`config.mk`:
```
export PLATFORM = sky130hd
export DESIGN_NAME = mac_result_serializer
export DESIGN_NICKNAME = d
export VERILOG_FILES = /design/src/rtl/mac_result_serializer.sv
export SDC_FILE = /design/constraint.sdc
export NUM_CORES = 1
export LEC_CHECK = 0
export BUFFER_PORTS_ARGS = -buffer_cell sky130_fd_sc_hd__clkbuf_2
export CORE_UTILIZATION = 50
export CTS_CLUSTER_DIAMETER = 50
export DETAILED_ROUTE_END_ITERATION = 10
export GPL_ROUTABILITY_DRIVEN = 0
export PLACE_DENSITY = 0.68
export SYNTH_ARGS = -nofsm -noshare
export SYNTH_HDL_FRONTEND = slang
export SYNTH_SLANG_ARGS = --single-unit
```
`constraint.sdc`:
```
create_clock -name clk -period 2.4 [get_ports clk]
set_input_delay 0.12 -clock clk [delete_from_list [all_inputs] [get_ports clk]]
set_output_delay 0.12 -clock clk [all_outputs]
set_load 0.005 [all_outputs]
```
`src/rtl/mac_result_serializer.sv`:
```
`default_nettype none
// ============================================================================
// Module   : mac_result_serializer
// Brief    : Queues MAC results in a small FIFO and shifts each one out
//            MSB-first on a single pad, framed by a strobe.
// Revision : 1.0 - initial release
// ============================================================================
module mac_result_serializer #(
    parameter int DATA_W     = 16,
    parameter int DEPTH      = 4,
    parameter int BIT_CYCLES = 1
) (
    input  logic                     clk,
    input  logic                     rst,
    input  logic                     clken,
    input  logic [DATA_W-1:0]        res_in,
    input  logic                     res_valid,
    input  logic                     ser_en,
    input  logic                     clr_ovf,
    output logic                     sout,
    output logic                     sframe,
    output logic                     busy,
    output logic                     fifo_full,
    output logic                     fifo_empty,
    output logic                     overflow,
    output logic [$clog2(DEPTH):0]   count
);

    localparam int c_PTR_W = $clog2(DEPTH);
    localparam int c_BIT_W = $clog2(DATA_W);
    localparam int c_PH_W  = (BIT_CYCLES > 1) ? $clog2(BIT_CYCLES) : 1;

    localparam logic [c_PTR_W:0]   c_FULL     = (c_PTR_W+1)'(DEPTH);
    localparam logic [c_PTR_W:0]   c_CNT_ONE  = (c_PTR_W+1)'(1);
    localparam logic [c_PTR_W-1:0] c_PTR_ONE  = c_PTR_W'(1);
    localparam logic [c_BIT_W-1:0] c_BIT_LAST = c_BIT_W'(DATA_W - 1);
    localparam logic [c_BIT_W-1:0] c_BIT_ONE  = c_BIT_W'(1);
    localparam logic [c_PH_W-1:0]  c_PH_LAST  = c_PH_W'(BIT_CYCLES - 1);
    localparam logic [c_PH_W-1:0]  c_PH_ONE   = c_PH_W'(1);

    localparam logic [1:0] c_IDLE  = 2'd0;
    localparam logic [1:0] c_LOAD  = 2'd1;
    localparam logic [1:0] c_SHIFT = 2'd2;
    localparam logic [1:0] c_STOP  = 2'd3;

    logic [DATA_W-1:0]  r_mem [DEPTH];
    logic [c_PTR_W-1:0] r_wr_ptr;
    logic [c_PTR_W-1:0] r_rd_ptr;
    logic [c_PTR_W:0]   r_count;
    logic [1:0]         r_state;
    logic [c_BIT_W-1:0] r_bit;
    logic [c_PH_W-1:0]  r_phase;
    // Holds only the bits still to be sent; the current bit lives in r_sout.
    logic [DATA_W-2:0]  r_shreg;
    logic               r_sout;
    logic               r_sframe;
    logic               r_overflow;

    logic w_pop;
    logic w_push_req;
    logic w_push;
    logic w_drop;

    assign w_pop      = clken && (r_state == c_LOAD);
    assign w_push_req = clken && res_valid;
    // A full FIFO still takes a word when the head is leaving this very cycle.
    assign w_push     = w_push_req && ((r_count != c_FULL) || w_pop);
    assign w_drop     = w_push_req && !w_push;

    always_ff @(posedge clk) begin
        if (w_push) begin
            r_mem[r_wr_ptr] <= res_in;
        end
    end

    always_ff @(posedge clk) begin
        if (rst) begin
            r_wr_ptr   <= '0;
            r_rd_ptr   <= '0;
            r_count    <= '0;
            r_state    <= c_IDLE;
            r_bit      <= '0;
            r_phase    <= '0;
            r_shreg    <= '0;
            r_sout     <= 1'b0;
            r_sframe   <= 1'b0;
            r_overflow <= 1'b0;
        end else if (clken) begin
            if (w_push) begin
                r_wr_ptr <= r_wr_ptr + c_PTR_ONE;
            end
            if (w_pop) begin
                r_rd_ptr <= r_rd_ptr + c_PTR_ONE;
            end
            case ({w_push, w_pop})
                2'b10:   r_count <= r_count + c_CNT_ONE;
                2'b01:   r_count <= r_count - c_CNT_ONE;
                default: r_count <= r_count;
            endcase

            if (w_drop) begin
                r_overflow <= 1'b1;
            end else if (clr_ovf) begin
                r_overflow <= 1'b0;
            end

            case (r_state)
                c_IDLE: begin
                    r_sout   <= 1'b0;
                    r_sframe <= 1'b0;
                    if ((r_count != '0) && ser_en) begin
                        r_state <= c_LOAD;
                    end
                end
                c_LOAD: begin
                    r_sout   <= r_mem[r_rd_ptr][DATA_W-1];
                    r_shreg  <= r_mem[r_rd_ptr][DATA_W-2:0];
                    r_sframe <= 1'b1;
                    r_bit    <= '0;
                    r_phase  <= '0;
                    r_state  <= c_SHIFT;
                end
                c_SHIFT: begin
                    if (r_phase == c_PH_LAST) begin
                        r_phase <= '0;
                        if (r_bit == c_BIT_LAST) begin
                            r_sout   <= 1'b0;
                            r_sframe <= 1'b0;
                            r_state  <= c_STOP;
                        end else begin
                            r_bit   <= r_bit + c_BIT_ONE;
                            r_sout  <= r_shreg[DATA_W-2];
                            r_shreg <= r_shreg << 1;
                        end
                    end else begin
                        r_phase <= r_phase + c_PH_ONE;
                    end
                end
                c_STOP: begin
                    if (r_phase == c_PH_LAST) begin
                        r_phase <= '0;
                        if ((r_count != '0) && ser_en) begin
                            r_state <= c_LOAD;
                        end else begin
                            r_state <= c_IDLE;
                        end
                    end else begin
                        r_phase <= r_phase + c_PH_ONE;
                    end
                end
                default: r_state <= c_IDLE;
            endcase
        end
    end

    assign sout       = r_sout;
    assign sframe     = r_sframe;
    assign busy       = (r_state != c_IDLE);
    assign fifo_full  = (r_count == c_FULL);
    assign fifo_empty = (r_count == '0);
    assign overflow   = r_overflow;
    assign count      = r_count;

endmodule
`default_nettype wire

```
==> results of run 1 <==
## sequential cells by signal, summed over array words and instances (netlist names), named ones only
name      cells
sout          1
r_state       2
overflow      1
r_shreg      15
count         3
r_bit         4
r_mem        64
sframe        1
r_rd_ptr      2
r_wr_ptr      2
## cell usage after synthesis (all sizes together), types with 2 or more instances
cell type	number
a21oi	21
a32oi	2
and2	5
buf	10
clkbuf	4
dfxtp	33
edfxtp	64
ha	10
inv	10
mux2	2
mux2i	16
mux4	16
nand2	6
nand2b	2
nand3	4
nand4b	2
nor2	17
nor3	5
nor4b	2
o21ai	20
or2	3
xnor2	3
xor2	2
## area by class of cell
type,count,share of cell area [%]
multi-input cells,149,27.93
flip-flops and latches,97,55.81
clock buffers,12,2.921
inverters,10,0.8112
clock inverters,4,1.163
repair buffers,58,8.599
well taps,102,2.758
## cells by family after synthesis
kind of cell,Yosys count,share of synthesized area (%)
flip-flops,97,64.62
AND/OR/NAND/NOR,50,6.888
AO/OA/AOI/OAI,49,7.014
multiplexers,34,13.59
buffers and inverters,24,3.162
adder cells (fa/ha/maj),11,3.632
XOR/XNOR,5,1.096
## per-layer routing
layer  track usage [%]  wire length, µm  vias to the layer above
met4             6.349               44                        0
met1             24.25             3256                     1108
li1                  -                -                     1125
met3             4.271              189                        4
met2             27.88             3164                       38
met5                 0                0                        -
## metrics by stage
stage / util [%] / worst slack (ps) / instances / total power [W] / hold WS [ps]
after detailed placement: 55.42 / 302.3 / 401 / 0.002169 / 344.2
after floorplan: - / 242.8 / 270 / 0.002080 / 218.9
final: 59.88 / 282.0 / 432 / 0.003155 / 19.51
after global routing: 59.88 / 125.4 / 432 / 0.003293 / 4.442
after global placement: 55.42 / 354.7 / 401 / 0.002163 / 335.2
after CTS: 59.81 / 280.3 / 432 / 0.003190 / 2.333
## path summary, 6_finish.rpt
path                                 to  cells past startpoint
hold / removal    r_mem[2][0]$_DFFE_PP_                      1
hold reg to reg     sframe$_SDFFE_PP0P_                      2
setup / recovery  count[2]$_SDFFE_PP0P_                      8
setup reg to reg  count[2]$_SDFFE_PP0P_                      8
## power by group
part           internal (W)  switching, W
Clock              0.000485      0.000522
Combinational      0.000137      0.000146
Sequential          0.00184     0.0000298
Total               0.00246      0.000698
## critical path: stages (launching register included)
cell,delay [ps]
dfxtp_1,360
inv_1,110
ha_1,170
nand2_1,70
or2_2,280
fa_1,390
o41ai_1,410
xnor2_1,160
nor2_1,50
## layout by cell type, fill, tap and decap left out, drive strengths merged, types with 2 or more instances in the layout
| cell | netlist | layout |
|---|---|---|
| mux2i | 16 | 16 |
| nor4b | 2 | 2 |
| clkinvlp | 0 | 2 |
| nand2b | 2 | 2 |
| o21ai | 20 | 20 |
| and2 | 5 | 5 |
| a32oi | 2 | 2 |
| dlygate4sd3 | 0 | 15 |
| mux4 | 16 | 16 |
| ha | 10 | 10 |
| mux2 | 2 | 2 |
| edfxtp | 64 | 64 |
| nand4b | 2 | 2 |
| a21oi | 21 | 21 |
| nor3 | 5 | 5 |
| nand2 | 6 | 6 |
| xor2 | 2 | 2 |
| dfxtp | 33 | 33 |
| buf | 10 | 13 |
| nand3 | 4 | 4 |
| nor2 | 17 | 17 |
| inv | 10 | 10 |
| clkbuf | 4 | 42 |
| xnor2 | 3 | 3 |
| or2 | 3 | 3 |
## what timing repair did
action                     CTS  global route
hold endpoints to repair    58             0
setup endpoints to repair    0            10
hold buffers                15             0
gates resized for setup      0             1
==> flow_metrics.env, run 1 <==
export IMPL_antenna_found_initial=0
export IMPL_h_tree_depth=3
export IMPL_ios=31
export IMPL_syn_num_nets=303
export IMPL_antenna_left=0
export IMPL_path_max_fanout=5
export IMPL_drc=0
export IMPL_die_w_um=91.40
export IMPL_yosys_warnings=0
export IMPL_multi_input_area_mm2=0.001292
export IMPL_grt_pass1_wl_um=11230
export IMPL_port_buffers=30
export IMPL_wirelength_um=6655
export IMPL_leakagePower_nw=1.609
export IMPL_area_growth_pct=15.78
export IMPL_skew_ps=10.48
export IMPL_grt_max_degree=29
export IMPL_setup_viol=0
export IMPL_cts_setup_buffers=0
export IMPL_critPathLaunch="r_state[1]$_SDFFE_PP0P_"
export IMPL_max_slew_worst_pin_slew_ps=522.8
export IMPL_coreArea_mm2=0.007727
export IMPL_power_density_mw_per_mm2=681.9
export IMPL_vdd_ir_drop_max_v=0.0004240
export IMPL_timing_setup_tns_ps=0
export IMPL_hold_viol_final=0
export IMPL_synth_cell_types=43
export IMPL_regArea_mm2=0.002582
export IMPL_cts_tree="yes"
export IMPL_ys_seq_area_share_pct=64.62
export IMPL_period_needed_ps=2118
export IMPL_yosysTopAreaCellShare_pct=48.09
export IMPL_grt_usage_pct=17.79
export IMPL_die_area_mm2=0.008354
export IMPL_nFillCells=584
export IMPL_syn_inst=270
export IMPL_dr_pass1_iters=4
export IMPL_fin_area_mm2=0.004627
export IMPL_cp_required_ps=2630
export IMPL_worstHoldPathType="in2reg"
export IMPL_postSynthAreaPerCell_um2=14.80
export IMPL_synthesis_area_mm2=0.003996
export IMPL_dp_hpwl_um=4356
export IMPL_rsz0062_at_grt="false"
export IMPL_grt_overflow=0
export IMPL_slew_headroom_pct=65.06
export IMPL_wire_per_inst_um=15.41
export IMPL_max_freq_mhz=472.1
export IMPL_placed_area_mm2=0.004283
export IMPL_final_period_utilization_pct=88.25
export IMPL_drtIter0Drc=135
export IMPL_yosys_top_cells_area="edfxtp_1 (48%), dfxtp_1 (17%), mux4_2 (9.0%), mux2i_1 (4.0%), ha_1 (3.1%)"
export IMPL_drive_gt1_share_pct=24.24
export IMPL_outcome="finished clean"
export IMPL_grt_pass1_vias=2265
export IMPL_clk_latency_ps=350
export IMPL_critPathCaptureType="register"
export IMPL_start_kind="register"
export IMPL_row_count=32
export IMPL_synth_top_cell_by_area="edfxtp_1"
export IMPL_cts_root_buf="clkbuf_8"
export IMPL_diodes=0
export IMPL_cts_buffer_depth=2
export IMPL_reg2reg_slack_ps=280
export IMPL_ys_ff_latch=97
export IMPL_maxCapViolations=0
export IMPL_numCtsBuffers=9
export IMPL_die_h_um=91.40
export IMPL_cts_sinks=97
export IMPL_initial_core_util_pct=51.72
export IMPL_finalNetCount=358
export IMPL_num_vias=2275
export IMPL_path_clk_slew_ps=90
export IMPL_hp_start="res_in[0]"
export IMPL_ys_flop_type="edfxtp_1"
export IMPL_critPathArrivalTime_ps=2350
export IMPL_vias_per_cell=5.266
export IMPL_slew_viol_final=0
export IMPL_async_flop_share_pct=0
export IMPL_critical_path_class="reg2reg"
export IMPL_synth_edf_count=64
export IMPL_r2r_start="r_state[1]$_SDFFE_PP0P_"
Power figures use the tool's default switching activity.
==> run 2: changes to the inputs <==
- CORE_UTILIZATION: 50 -> 59
- PLACE_DENSITY: 0.68 -> 0.79
==> flow_metrics.env, run 2 (synthesis gave the netlist of run 1 again) <==
export IMPL_outcome="complete, but fails checks"
export IMPL_violations="design-rule violations"
export IMPL_slowest_delay_ps=420
export IMPL_maxCapViolations=0
export IMPL_skew_ps=10.63
export IMPL_antenna_left=0
export IMPL_regToRegEndpoint="count[2]$_SDFFE_PP0P_"
export IMPL_coreArea_mm2=0.006459
export IMPL_row_count=29
export IMPL_die_w_um=84.30
export IMPL_diodes=0
export IMPL_wirelength_um=6698
export IMPL_fin_ws_ps=182.5
export IMPL_hold_path_depth=1
export IMPL_critPathCaptureType="register"
export IMPL_ff2ff_path_depth=8
export IMPL_final_period_utilization_pct=92.40
export IMPL_hold_viol_final=0
export IMPL_ios=31
export IMPL_path_clk_slew_ps=100
export IMPL_cts_setup_buffers=0
export IMPL_dp_hpwl_um=4253
export IMPL_final_cell_mix="edfxtp_1 (64), dfxtp_1 (33), clkbuf_2 (30), o21ai_0 (20), a21oi_1 (20)"
export IMPL_timing_setup_tns_ps=0
export IMPL_power_density_mw_per_mm2=740.0
export IMPL_die_area_mm2=0.007106
export IMPL_clk_latency_ps=350
export IMPL_num_vias=2275
export IMPL_grt_pass1_wl_um=10940
export IMPL_top_register="r_mem"
export IMPL_start_kind="register"
export IMPL_cts_sinks=97
export IMPL_max_slew_worst_pin_slew_ps=816.4
export IMPL_drtIter0Drc=97
export IMPL_dr_pass1_iters=8
export IMPL_finalNetCount=350
export IMPL_leakagePower_nw=1.608
export IMPL_path_max_fanout=5
export IMPL_critical_path_class="reg2reg"
export IMPL_port_buffers=30
export IMPL_cts_root_buf="clkbuf_8"
export IMPL_final_common_cell="edfxtp_1"
export IMPL_period_needed_ps=2217
export IMPL_numCtsBuffers=9
export IMPL_path_cells="inv_1 -> ha_1 -> nand2_1 -> or2_2 -> fa_1 -> o41ai_1 -> xnor2_1 -> nor2_1"
export IMPL_grt_usage_pct=20.43
export IMPL_hp_start="res_in[0]"
export IMPL_area_growth_pct=14.84
export IMPL_grt_max_degree=29
export IMPL_critPathLaunch="r_state[1]$_SDFFE_PP0P_"
export IMPL_max_freq_mhz=451.0
export IMPL_antenna_found_initial=0
export IMPL_utilization_pct=71.06
export IMPL_placed_area_mm2=0.004199
export IMPL_largest_reg_flops=64
export IMPL_grt_pass1_vias=2232
export IMPL_slew_viol_final=0
export IMPL_reg_largest_list="r_mem (64), r_shreg (15), r_bit (4)"
export IMPL_cp_required_ps=2640
export IMPL_drive_gt1_share_pct=24.53
export IMPL_cts_buffer_depth=2
export IMPL_initial_core_util_pct=61.88
export IMPL_slowest_stage="o41ai_1"
export IMPL_slew_headroom_pct=45.57
export IMPL_r2r_start="r_state[1]$_SDFFE_PP0P_"
export IMPL_worstHoldPathType="in2reg"
export IMPL_min_to="r_mem[1][0]$_DFFE_PP_"
export IMPL_setup_viol=0
export IMPL_vdd_ir_drop_max_v=0.0006273
export IMPL_die_h_um=84.30
export IMPL_critPathArrivalTime_ps=2450
export IMPL_cts_tree="yes"
export IMPL_h_tree_depth=3
export IMPL_wire_per_inst_um=16.79
export IMPL_vias_per_cell=5.702
export IMPL_reg2reg_slack_ps=180
export IMPL_preCtsSetupSlack_ps=204.5
export IMPL_drc=6
export IMPL_grt_overflow=0
export IMPL_fin_area_mm2=0.004589
run 2: how the worst max path moves through the flow:
stage	slack, ps	end	cells past startpoint
6_report	180	count[2]$_SDFFE_PP0P_	8
4_1_cts	170	count[2]$_SDFFE_PP0P_	8
3_3_place_gp	250	count[2]$_SDFFE_PP0P_	8
5_1_grt	-0.8	r_mem[3][3]$_DFFE_PP_	5
3_5_place_dp	200	count[2]$_SDFFE_PP0P_	8
2_1_floorplan	240	count[2]$_SDFFE_PP0P_	9
run 2: layer usage:
layer,vias to the layer above,wire [µm],GRT usage (%)
met5,-,0,0
met4,0,89,7.053
met3,7,209,4.425
met2,42,3272,35.02
met1,1118,3127,26.01
li1,1108,-,-
run 2: power by group:
part           total [W]  switching (W)  internal, W  leakage [nW]
clock            0.00125       0.000556     0.000694         0.124
combinational   0.000280       0.000148     0.000132         0.636
sequential       0.00187      0.0000299      0.00184         0.848
run 2: critical path: cells and delay by family (launching register included):
family                     cells  cell delay (ps)
xor gates and xnor gates       1              160
DFF                            1              360
adders and majority gates      2              610
AOI/OAI and AO/OA              1              420
buffers and inverters          1              110
and+or+nand+nor                3              460
run 2: layout make-up:
class / instances / area [µm²]
Tap cell: 77 / 96.34
Multi-Input combinational cell: 149 / 1296
Timing Repair Buffer: 50 / 335.3
Sequential cell: 97 / 2582
Fill cell: 414 / 1869
Inverter: 10 / 37.54
Clock inverter: 7 / 117.6
Clock buffer: 9 / 123.9
run 2: timing repair:
item / 4_1_cts / 5_1_grt
setup endpoints to repair: 0 / 51
resized for setup: 0 / 4
endpoints found under the hold margin: 56 / 0
hold buffers: 14 / 0
run 2: per-stage QoR:
| stage | power [W] | hold slack [ps] | cells |
|---|---|---|---|
| 6_report | 0.003396 | 24.91 | 399 |
| 5_1_grt | 0.003489 | 9.436 | 399 |
| 4_1_cts | 0.003402 | 11.03 | 399 |
| 3_3_place_gp | 0.002155 | 336.3 | 369 |
| 3_5_place_dp | 0.002165 | 339.1 | 369 |
| 2_1_floorplan | 0.002080 | 218.9 | 270 |
==> run 3: changes to the inputs <==
- HOLD_SLACK_MARGIN: default -> 0.08
==> flow_metrics.env, run 3 (synthesis gave the netlist of run 1 again) <==
export IMPL_critPathArrivalTime_ps=2450
export IMPL_hold_path_depth=3
export IMPL_num_vias=2294
export IMPL_hold_viol_final=0
export IMPL_coreArea_mm2=0.006459
export IMPL_final_cell_mix="edfxtp_1 (64), dfxtp_1 (33), clkbuf_2 (30), o21ai_0 (20), a21oi_1 (20)"
export IMPL_dr_pass1_iters=9
export IMPL_max_freq_mhz=451.1
export IMPL_start_kind="register"
export IMPL_cts_buffer_depth=2
export IMPL_numCtsBuffers=9
export IMPL_grt_pass1_vias=2247
export IMPL_ff2ff_path_depth=8
export IMPL_maxCapViolations=0
export IMPL_finalNetCount=353
export IMPL_reg2reg_slack_ps=180
export IMPL_slew_headroom_pct=44.81
export IMPL_grt_overflow=0
export IMPL_critPathBufInv=1
export IMPL_cts_tree="yes"
export IMPL_vias_per_cell=5.706
export IMPL_initial_core_util_pct=61.88
export IMPL_wirelength_um=6670
export IMPL_clk_latency_ps=350
export IMPL_drtIter0Drc=100
export IMPL_utilization_pct=71.52
export IMPL_dp_hpwl_um=4253
export IMPL_die_area_mm2=0.007106
export IMPL_preCtsSetupSlack_ps=204.5
export IMPL_power_w=0.003395
export IMPL_hp_start="res_valid"
export IMPL_fin_ws_ps=183.4
export IMPL_port_buffers=30
export IMPL_ios=31
export IMPL_path_cells="inv_1 -> ha_1 -> nand2_1 -> or2_2 -> fa_1 -> o41ai_1 -> xnor2_1 -> nor2_1"
export IMPL_wire_per_inst_um=16.59
export IMPL_crit_family="adder cells"
export IMPL_die_w_um=84.30
export IMPL_final_period_utilization_pct=92.36
export IMPL_critPathCaptureType="register"
export IMPL_drc=6
export IMPL_regArea_mm2=0.002582
export IMPL_max_slew_worst_pin_slew_ps=827.8
export IMPL_skew_ps=10.59
export IMPL_grt_pass1_wl_um=11010
export IMPL_drive_gt1_share_pct=24.31
export IMPL_vdd_ir_drop_max_v=0.0006313
export IMPL_critical_path_class="reg2reg"
export IMPL_antenna_found_initial=0
export IMPL_reg_largest_list="r_mem (64), r_shreg (15), r_bit (4)"
export IMPL_cts_root_buf="clkbuf_8"
export IMPL_min_to="overflow$_SDFFE_PP0P_"
export IMPL_diodes=0
export IMPL_final_common_cell="edfxtp_1"
export IMPL_h_tree_depth=3
export IMPL_cts_sinks=97
export IMPL_r2r_start="r_state[1]$_SDFFE_PP0P_"
export IMPL_grt_usage_pct=20.54
export IMPL_multi_input_area_mm2=0.001296
export IMPL_nFillCells=411
export IMPL_cp_required_ps=2640
export IMPL_path_max_fanout=5
export IMPL_antenna_left=0
export IMPL_slowest_delay_ps=420
export IMPL_grt_max_degree=29
export IMPL_leakagePower_nw=1.620
export IMPL_period_needed_ps=2217
export IMPL_slew_viol_final=0
export IMPL_violations="design-rule violations"
export IMPL_worstHoldPathType="in2reg"
export IMPL_power_density_mw_per_mm2=735.0
export IMPL_path_depth=8
export IMPL_die_h_um=84.30
export IMPL_slowest_stage="o41ai_1"
export IMPL_setup_viol=0
export IMPL_area_growth_pct=15.59
export IMPL_outcome="complete, but fails checks"
export IMPL_row_count=29
export IMPL_largest_reg_flops=64
export IMPL_regToRegEndpoint="count[2]$_SDFFE_PP0P_"
export IMPL_path_clk_slew_ps=100
export IMPL_whs_ps=120.1
export IMPL_top_register="r_mem"
## run 3: worst max-delay path by stage
| stage | startpoint | slack [ps] | end |
|---|---|---|---|
| 5_1_grt | r_state[1]$_SDFFE_PP0P_ | -0.8 | r_mem[3][3]$_DFFE_PP_ |
| 2_1_floorplan | r_state[1]$_SDFFE_PP0P_ | 240 | count[2]$_SDFFE_PP0P_ |
| 4_1_cts | r_state[1]$_SDFFE_PP0P_ | 170 | count[2]$_SDFFE_PP0P_ |
| 6_report | r_state[1]$_SDFFE_PP0P_ | 180 | count[2]$_SDFFE_PP0P_ |
| 3_3_place_gp | r_state[1]$_SDFFE_PP0P_ | 250 | count[2]$_SDFFE_PP0P_ |
| 3_5_place_dp | r_state[1]$_SDFFE_PP0P_ | 200 | count[2]$_SDFFE_PP0P_ |
## run 3: cell type report
cell class                      count  area share [%]
Multi-Input combinational cell    149           28.06
Tap cell                           77           2.086
Inverter                           10          0.8126
Sequential cell                    97           55.90
Clock buffer                        9           2.681
Timing Repair Buffer               53           7.909
Clock inverter                      7           2.546
## run 3: report_power, final
part           internal (W)  switching, W
combinational      0.000136      0.000148
clock              0.000694      0.000552
sequential          0.00184     0.0000298
total               0.00267      0.000730
## run 3: routing by layer
| layer | up-vias | global-route usage, % | part of all wire [%] |
|---|---|---|---|
| li1 | 1119 | - | - |
| met1 | 1118 | 26.21 | 45 |
| met2 | 53 | 35.17 | 50 |
| met3 | 4 | 4.425 | 4.0 |
| met4 | 0 | 7.053 | 0.88 |
| met5 | - | 0 | 0 |
## run 3: timing repair
action                     4_1_cts  5_1_grt
resized for setup                0        4
hold endpoints to repair        65        0
setup buffers                    0        0
hold buffers                    17        0
setup endpoints to repair        0       51
## run 3: tightest hold or removal path, stage by stage
cell	delay [ps]
clkbuf_2	130
a32oi_1	100
nor2_1	80
## run 3: metrics by stage
stage | instance area [µm²] | std cells | TNS [ps]
4_1_cts | 4611 | 402 | 0
3_5_place_dp | 4199 | 369 | 0
6_report | 4619 | 402 | 0
5_1_grt | 4619 | 402 | -1.793
2_1_floorplan | 3996 | 270 | 0
3_3_place_gp | 4199 | 369 | 0
